## src/rtl/regfile_pkg.sv

```systemverilog
// Shared types and defaults for the multi-port register file.
// Build option: REGFILE_BYPASS_EN enables the same-cycle write->read bypass.
package regfile_pkg;

  localparam int XLEN_DEF = 32;
  localparam int NREG_DEF = 32;

  typedef logic [4:0]  reg_addr_t;
  typedef logic [31:0] xword_t;

  function automatic logic is_zero_reg(reg_addr_t a);
    return a == '0;
  endfunction

endpackage

```

## src/rtl/regfile_scoreboard.sv

```systemverilog
// Pending-producer scoreboard: one busy bit per register.
// Build option: REGFILE_BYPASS_EN makes a same-cycle write clear read busy.
module regfile_scoreboard
  import regfile_pkg::*;
#(
  parameter int NREG    = NREG_DEF,
  parameter int NRD     = 2,
  parameter int NWR     = 1,
  parameter bit ZERO_R0 = 1'b1,
  localparam int AW     = $clog2(NREG)
) (
  input  logic            clk,
  input  logic            rst,
  input  logic [NWR-1:0]    wr_en,
  input  logic [NWR*AW-1:0] wr_addr,
  input  logic              alloc_en,
  input  logic [AW-1:0]     alloc_addr,
  input  logic [NRD*AW-1:0] rs_addr,
  output logic [NRD-1:0]    rs_busy
);

  logic [NREG-1:0] busy_q;
  logic [NREG-1:0] busy_nxt;

  // alloc is applied after the clears so a new producer wins
  always_comb begin
    busy_nxt = busy_q;
    for (int j = 0; j < NWR; j++) begin
      if (wr_en[j]) busy_nxt[wr_addr[j*AW +: AW]] = 1'b0;
    end
    if (alloc_en) busy_nxt[alloc_addr] = 1'b1;
    if (ZERO_R0) busy_nxt[0] = 1'b0;
  end

  always_ff @(posedge clk) begin
    if (rst) busy_q <= '0;
    else     busy_q <= busy_nxt;
  end

  always_comb begin : rd
    logic [AW-1:0] a;
    logic          b;
    a = '0;
    b = 1'b0;
    rs_busy = '0;
    for (int i = 0; i < NRD; i++) begin
      a = rs_addr[i*AW +: AW];
      b = busy_q[a];
`ifdef REGFILE_BYPASS_EN
      for (int j = 0; j < NWR; j++) begin
        if (wr_en[j] && wr_addr[j*AW +: AW] == a)
          b = alloc_en && alloc_addr == a;
      end
`endif
      if (ZERO_R0 && a == '0) b = 1'b0;
      rs_busy[i] = b;
    end
  end

endmodule

```

## src/rtl/regfile_mp.sv

```systemverilog
// Multi-port integer register file with busy scoreboard.
// Build option: REGFILE_BYPASS_EN forwards same-cycle write data to reads.
module regfile_mp
  import regfile_pkg::*;
#(
  parameter int XLEN    = XLEN_DEF,
  parameter int NREG    = NREG_DEF,
  parameter int NRD     = 2,
  parameter int NWR     = 1,
  parameter bit ZERO_R0 = 1'b1,
  localparam int AW     = $clog2(NREG)
) (
  input  logic                clk,
  input  logic                rst,
  input  logic [NRD*AW-1:0]   rs_addr,
  output logic [NRD*XLEN-1:0] rs_data,
  output logic [NRD-1:0]      rs_busy,
  input  logic [NWR-1:0]      wr_en,
  input  logic [NWR*AW-1:0]   wr_addr,
  input  logic [NWR*XLEN-1:0] wr_data,
  input  logic                alloc_en,
  input  logic [AW-1:0]       alloc_addr
);

  logic [XLEN-1:0] mem_q [NREG];

  // later ports overwrite earlier ones, so the highest index wins
  always_ff @(posedge clk) begin
    if (rst) begin
      for (int r = 0; r < NREG; r++) mem_q[r] <= '0;
    end else begin
      for (int j = 0; j < NWR; j++) begin
        if (wr_en[j] && !(ZERO_R0 && wr_addr[j*AW +: AW] == '0))
          mem_q[wr_addr[j*AW +: AW]] <= wr_data[j*XLEN +: XLEN];
      end
    end
  end

  always_comb begin : rd
    logic [AW-1:0]   a;
    logic [XLEN-1:0] d;
    a = '0;
    d = '0;
    rs_data = '0;
    for (int i = 0; i < NRD; i++) begin
      a = rs_addr[i*AW +: AW];
      d = mem_q[a];
`ifdef REGFILE_BYPASS_EN
      for (int j = 0; j < NWR; j++) begin
        if (wr_en[j] && wr_addr[j*AW +: AW] == a)
          d = wr_data[j*XLEN +: XLEN];
      end
`endif
      if (ZERO_R0 && a == '0) d = '0;
      rs_data[i*XLEN +: XLEN] = d;
    end
  end

  regfile_scoreboard #(
    .NREG    (NREG),
    .NRD     (NRD),
    .NWR     (NWR),
    .ZERO_R0 (ZERO_R0)
  ) u_sb (
    .clk        (clk),
    .rst        (rst),
    .wr_en      (wr_en),
    .wr_addr    (wr_addr),
    .alloc_en   (alloc_en),
    .alloc_addr (alloc_addr),
    .rs_addr    (rs_addr),
    .rs_busy    (rs_busy)
  );

endmodule
```

## config.mk

```make
export PLATFORM = sky130hd
export DESIGN_NAME = regfile_mp
export DESIGN_NICKNAME = d
export VERILOG_FILES = /design/src/rtl/regfile_pkg.sv /design/src/rtl/regfile_scoreboard.sv /design/src/rtl/regfile_mp.sv
export SDC_FILE = /design/constraint.sdc
export NUM_CORES = 2
export LEC_CHECK = 0
export CAP_MARGIN = 10
export CORE_MARGIN = 2
export CORE_UTILIZATION = 35
export CTS_BUF_LIST = sky130_fd_sc_hd__clkbuf_8
export DETAILED_ROUTE_END_ITERATION = 16
export PLACE_DENSITY_LB_ADDON = 0.05
export RECOVER_POWER = 100
export SYNTH_ARGS = -nofsm -noshare
export SYNTH_HDL_FRONTEND = slang
export SYNTH_SLANG_ARGS = --single-unit
export TNS_END_PERCENT = 5
```

## constraint.sdc

```tcl
create_clock -name clk -period 3.9 [get_ports clk]
set_input_delay 0.585 -clock clk [delete_from_list [all_inputs] [get_ports clk]]
set_output_delay 0.585 -clock clk [all_outputs]
set_load 0.01 [all_outputs]
```

==> metrics.md <==
| Metric | Value |
|---|---|
| Hpwl dp | 146 mm |
| Comb power frac | between 10 and 15% |
| CTS tree | built |
| Drt pass-1 iters | 6 |
| Most frequent CP cell | buf_4 |
| Global-route usage over all layers | 26.0% |
| Synth Area in XOR/XNOR | 0% |
| Via count | between 30000 and 40000 |
| Post-synth EDFFs | 1024 |
| Largest net degree at the start of global routing | 95 |
| Worst Hold Class | in -> reg |
| Final instance area | around 66000 um^2 |
| Placeable Area | roughly 160000 um^2 |
| Met1 usage | 34.7% |
| Fin cells | about 6500 |
| Syn_area_per_cell | 14.9 um^2 |
| Synth Cell Area | around 57000 um^2 |
| Sequential-to-total area share from yosys stat | approximately 55% |
| Reg clk slew, reported paths | approximately 0.060 ns |
| Clock share of power | a little over a third |
| CTS Buf Count | 193 |
| Top post-synthesis cells by count | 1024 x edfxtp_1, 994 x and2_1, 452 x mux4_2, 228 x clkbuf_1, 132 x mux2i_1 |
| Worst reg-to-reg setup slack | 3.10 ns |
| Die H | 407 um |
| Dpl cell area | between 60000 and 70000 um^2 |
| Met2 usage | about 43% |
| Final Hold Violating Endpoints | 0 |
| Crit-path max FO | 16 |
| Longest Clk Path Bufs | 3 |
| Antenna violations before repair | 14 |
| Startpoint Class | input port |
| M3 GR Usage | 4.28% |
| DIE AREA | about 170000 um^2 |
| Crit path DAT | between 3 and 4 ns |
| Layout area overhead | 16.1% |
| Antenna-violating nets left | 0 |
| Reg2Reg Capture Point | u_sb.busy_q[13]$_SDFF_PP0_ |
| Failing checks | capacitance limit, slew limit, setup timing |
| Largest stage delay on the critical path | roughly 0.59 ns |
| Reg2reg path depth | 2 |
| Grt peak-use layer | met2 |
| Initial Util | a little over a third |
| Final hold slack | 0.465 ns |
| Cell Int Power | approximately 19000 uW |
| Die Wd | 407 um |
| Gp weighted congestion | between 0.8 and 0.9 |
| CP required | roughly 3.3 ns |
| First-pass GRT wire length | 306 mm |
| GRT overflow | 0 |
| Crit path time final | around 4 ns |
| Reg2Reg Launch Point | u_sb.busy_q[13]$_SDFF_PP0_ |
| Unrepaired setup endpoints after global routing | yes |
| Rel. slew slack | -110% |
| VDD IR max | 0.366 mV |
| Iter 0 DRT Violations | around 3400 |
| Final WL | roughly 220 mm |
| Max-cap violations | 6 |
| Tcrit/Tclk final | 102% |
| Nets@finish | roughly 4200 |
| PwrDens | slightly above 400 nW/um^2 |
| Worst-Skew Late Latency | approximately 0.9 ns |
| Dpl ws | -0.290 ns |
| Hold path depth | 2 |
| Fraction of registers with async set or reset after synthesis | 0% |
| Area share of the largest cell type after synthesis | roughly 54% |
| DR vias/cell | 5.66 |
| Clk sinks | 1055 |
| Synth Register Bits | 1055 |
| Clk_skew | 0 ns |
| Most frequent cell after synthesis | edfxtp_1 |
| Final Power | roughly 27000 uW |
| Num ports | between 100 and 150 |
| Post-synthesis adder-cell area fraction | 0% |
| Syn. warnings | 0 |
| Layout cell share with drive strength beyond 1 | 29.4% |
| Placed cell count | ~6000 |
| Mapped Cells | 3811 |
| Largest family of logic cells by synthesized area | multiplexers |
| CP endpoint kind | output pin |
| Worst path slowest cell | a311oi_1 |
| Reg power frac | roughly half |
| Critical path, cell by cell | buf_6 > buf_8 > buf_4 > mux4_2 > nor2b_1 > a211oi_1 > buf_4 > a311oi_1 > buf_4 > clkdlybuf4s50_1 |
| Compound-Gate Fraction of Synth Area | 5.88% |
| Actual slew at the worst max-slew pin | ~3.1 ns |
| Synth Area in Simple Gates | a little over an eighth |
| Netlist cell types | between 40 and 50 |
| H-tree Lvls | 4 |
| LEAKAGE | ~0.023 uW |
| Ranking of synthesized cells by area | edfxtp_1 54%, mux4_2 18%, and2_1 11% |
| Port Buffers | about 120 |
| Critical path startpoint | rs_addr[1] |
| Fmax | between 200 and 300 MHz |
| Critical path endpoint | rs_data[17] |
| Setup Viol. Count Final | 5 |
| Row Count | 148 |
| Number of global-route vias before repair | 39000 |
| Setup CP Type | in -> out |
| Final setup margin | -0.0889 ns |
| CTS Root Cell | clkbuf_8 |
| Sw frac | between 20% and 30% |
| Synth area leader | edfxtp_1 |
| Max Slew Vio Count | 250 |
| Primary FF master, synth | edfxtp_1 |
| Switching pwr | approximately 7500 uW |
| Mux contribution to synthesized area | 21.9% |
| WL/cell | ~33 um |
| Run status | finished, violations left |
| DRC violations left | 0 |
## flip-flops by register name, indices dropped and copies added, names as in the netlist
name	cells
u_sb.busy_q	31
mem_q	1024
## per-stage QoR
stage	util, %	TNS [ns]
2_1_floorplan	-	0
3_3_place_gp	39.0	-0.681
3_5_place_dp	39.0	-0.561
4_1_cts	41.2	-0.0543
5_1_grt	40.8	-0.667
6_report	40.8	-0.227
## worst max-delay path: cells and delay by family
kind            cells  cell delay, ns
compound gates      2            0.65
mux                 1            0.18
simple gates        1            0.12
buf+inv             6            1.84
## worst min-delay path by stage
stage	start	end	slack, ns
6_report	wr_data[25]	mem_q[27][25]$_SDFFCE_PN0P_	0.47
5_1_grt	wr_data[25]	mem_q[2][25]$_SDFFCE_PN0P_	0.42
4_1_cts	rst	u_sb.busy_q[24]$_SDFF_PP0_	0.31
3_5_place_dp	u_sb.busy_q[20]$_SDFF_PP0_	u_sb.busy_q[20]$_SDFF_PP0_	0.48
3_3_place_gp	u_sb.busy_q[11]$_SDFF_PP0_	u_sb.busy_q[11]$_SDFF_PP0_	0.47
2_1_floorplan	u_sb.busy_q[3]$_SDFF_PP0_	u_sb.busy_q[3]$_SDFF_PP0_	0.46
## cell type report
| class | instances | area [um^2] |
|---|---|---|
| diodes | 8 | 20.0 |
| clock buffers | 199 | 2740 |
| clock inverters | 151 | 629 |
| fillers | 15000 | 96100 |
| inverters | 2 | 12.5 |
| multi-input cells | 2374 | 23700 |
| flip-flops and latches | 1055 | 31400 |
| well taps | 2175 | 2720 |
| repair buffers | 547 | 4950 |
## what timing repair did
item                                    in CTS  in global routing
setup buffers                                0                  0
hold buffers                                 0                  0
endpoints found under the setup margin      14                 11
gates cloned                                 0                  0
gates resized for setup                     15                  9
## power groups by stage
stage	sequential, uW	combinational (uW)	clock [uW]
final	13400	4000	9590
after floorplan	13400	2130	0
after CTS	13400	4100	9830
after global placement	13600	4060	0
after detailed placement	13600	4070	0
after global routing	13400	4150	10300
## cell families (layout without fill, tap and decap cells)
kind of cell	after synthesis	in the layout
buf+inv	413	899
other cells	1	40
simple gates	1236	1236
mux	660	660
compound gates	446	446
flops	1055	1055
## per-layer routing
| layer | share of wire (%) | wire (um) | vias to the layer above |
|---|---|---|---|
| li1 | - | - | 15500 |
| met1 | 42 | 91500 | 19600 |
| met2 | 48 | 105000 | 1372 |
| met4 | 4.1 | 8910 | 6 |
| met5 | 0.019 | 41 | - |
| met3 | 5.7 | 12400 | 375 |
## layout by cell type, fill, tap and decap left out, types with 31 or more instances in the layout
cell / n
a211oi_1: 57
a221oi_2: 43
o21ai_0: 37
conb_1: 32
buf_4: 245
and2_0: 454
o21ai_1: 108
edfxtp_1: 1024
a21oi_1: 33
nand2_1: 73
clkinv_1: 48
mux4_2: 452
inv_1: 65
clkinv_2: 32
and2_1: 540
clkdlybuf4s50_1: 84
nor2b_1: 65
clkbuf_1: 38
a311oi_1: 50
mux2_2: 62
buf_12: 62
mux2i_1: 132
dfxtp_1: 31
a22oi_1: 66
clkbuf_8: 199
clkbuf_2: 61
(Power assumes the default switching activity.)
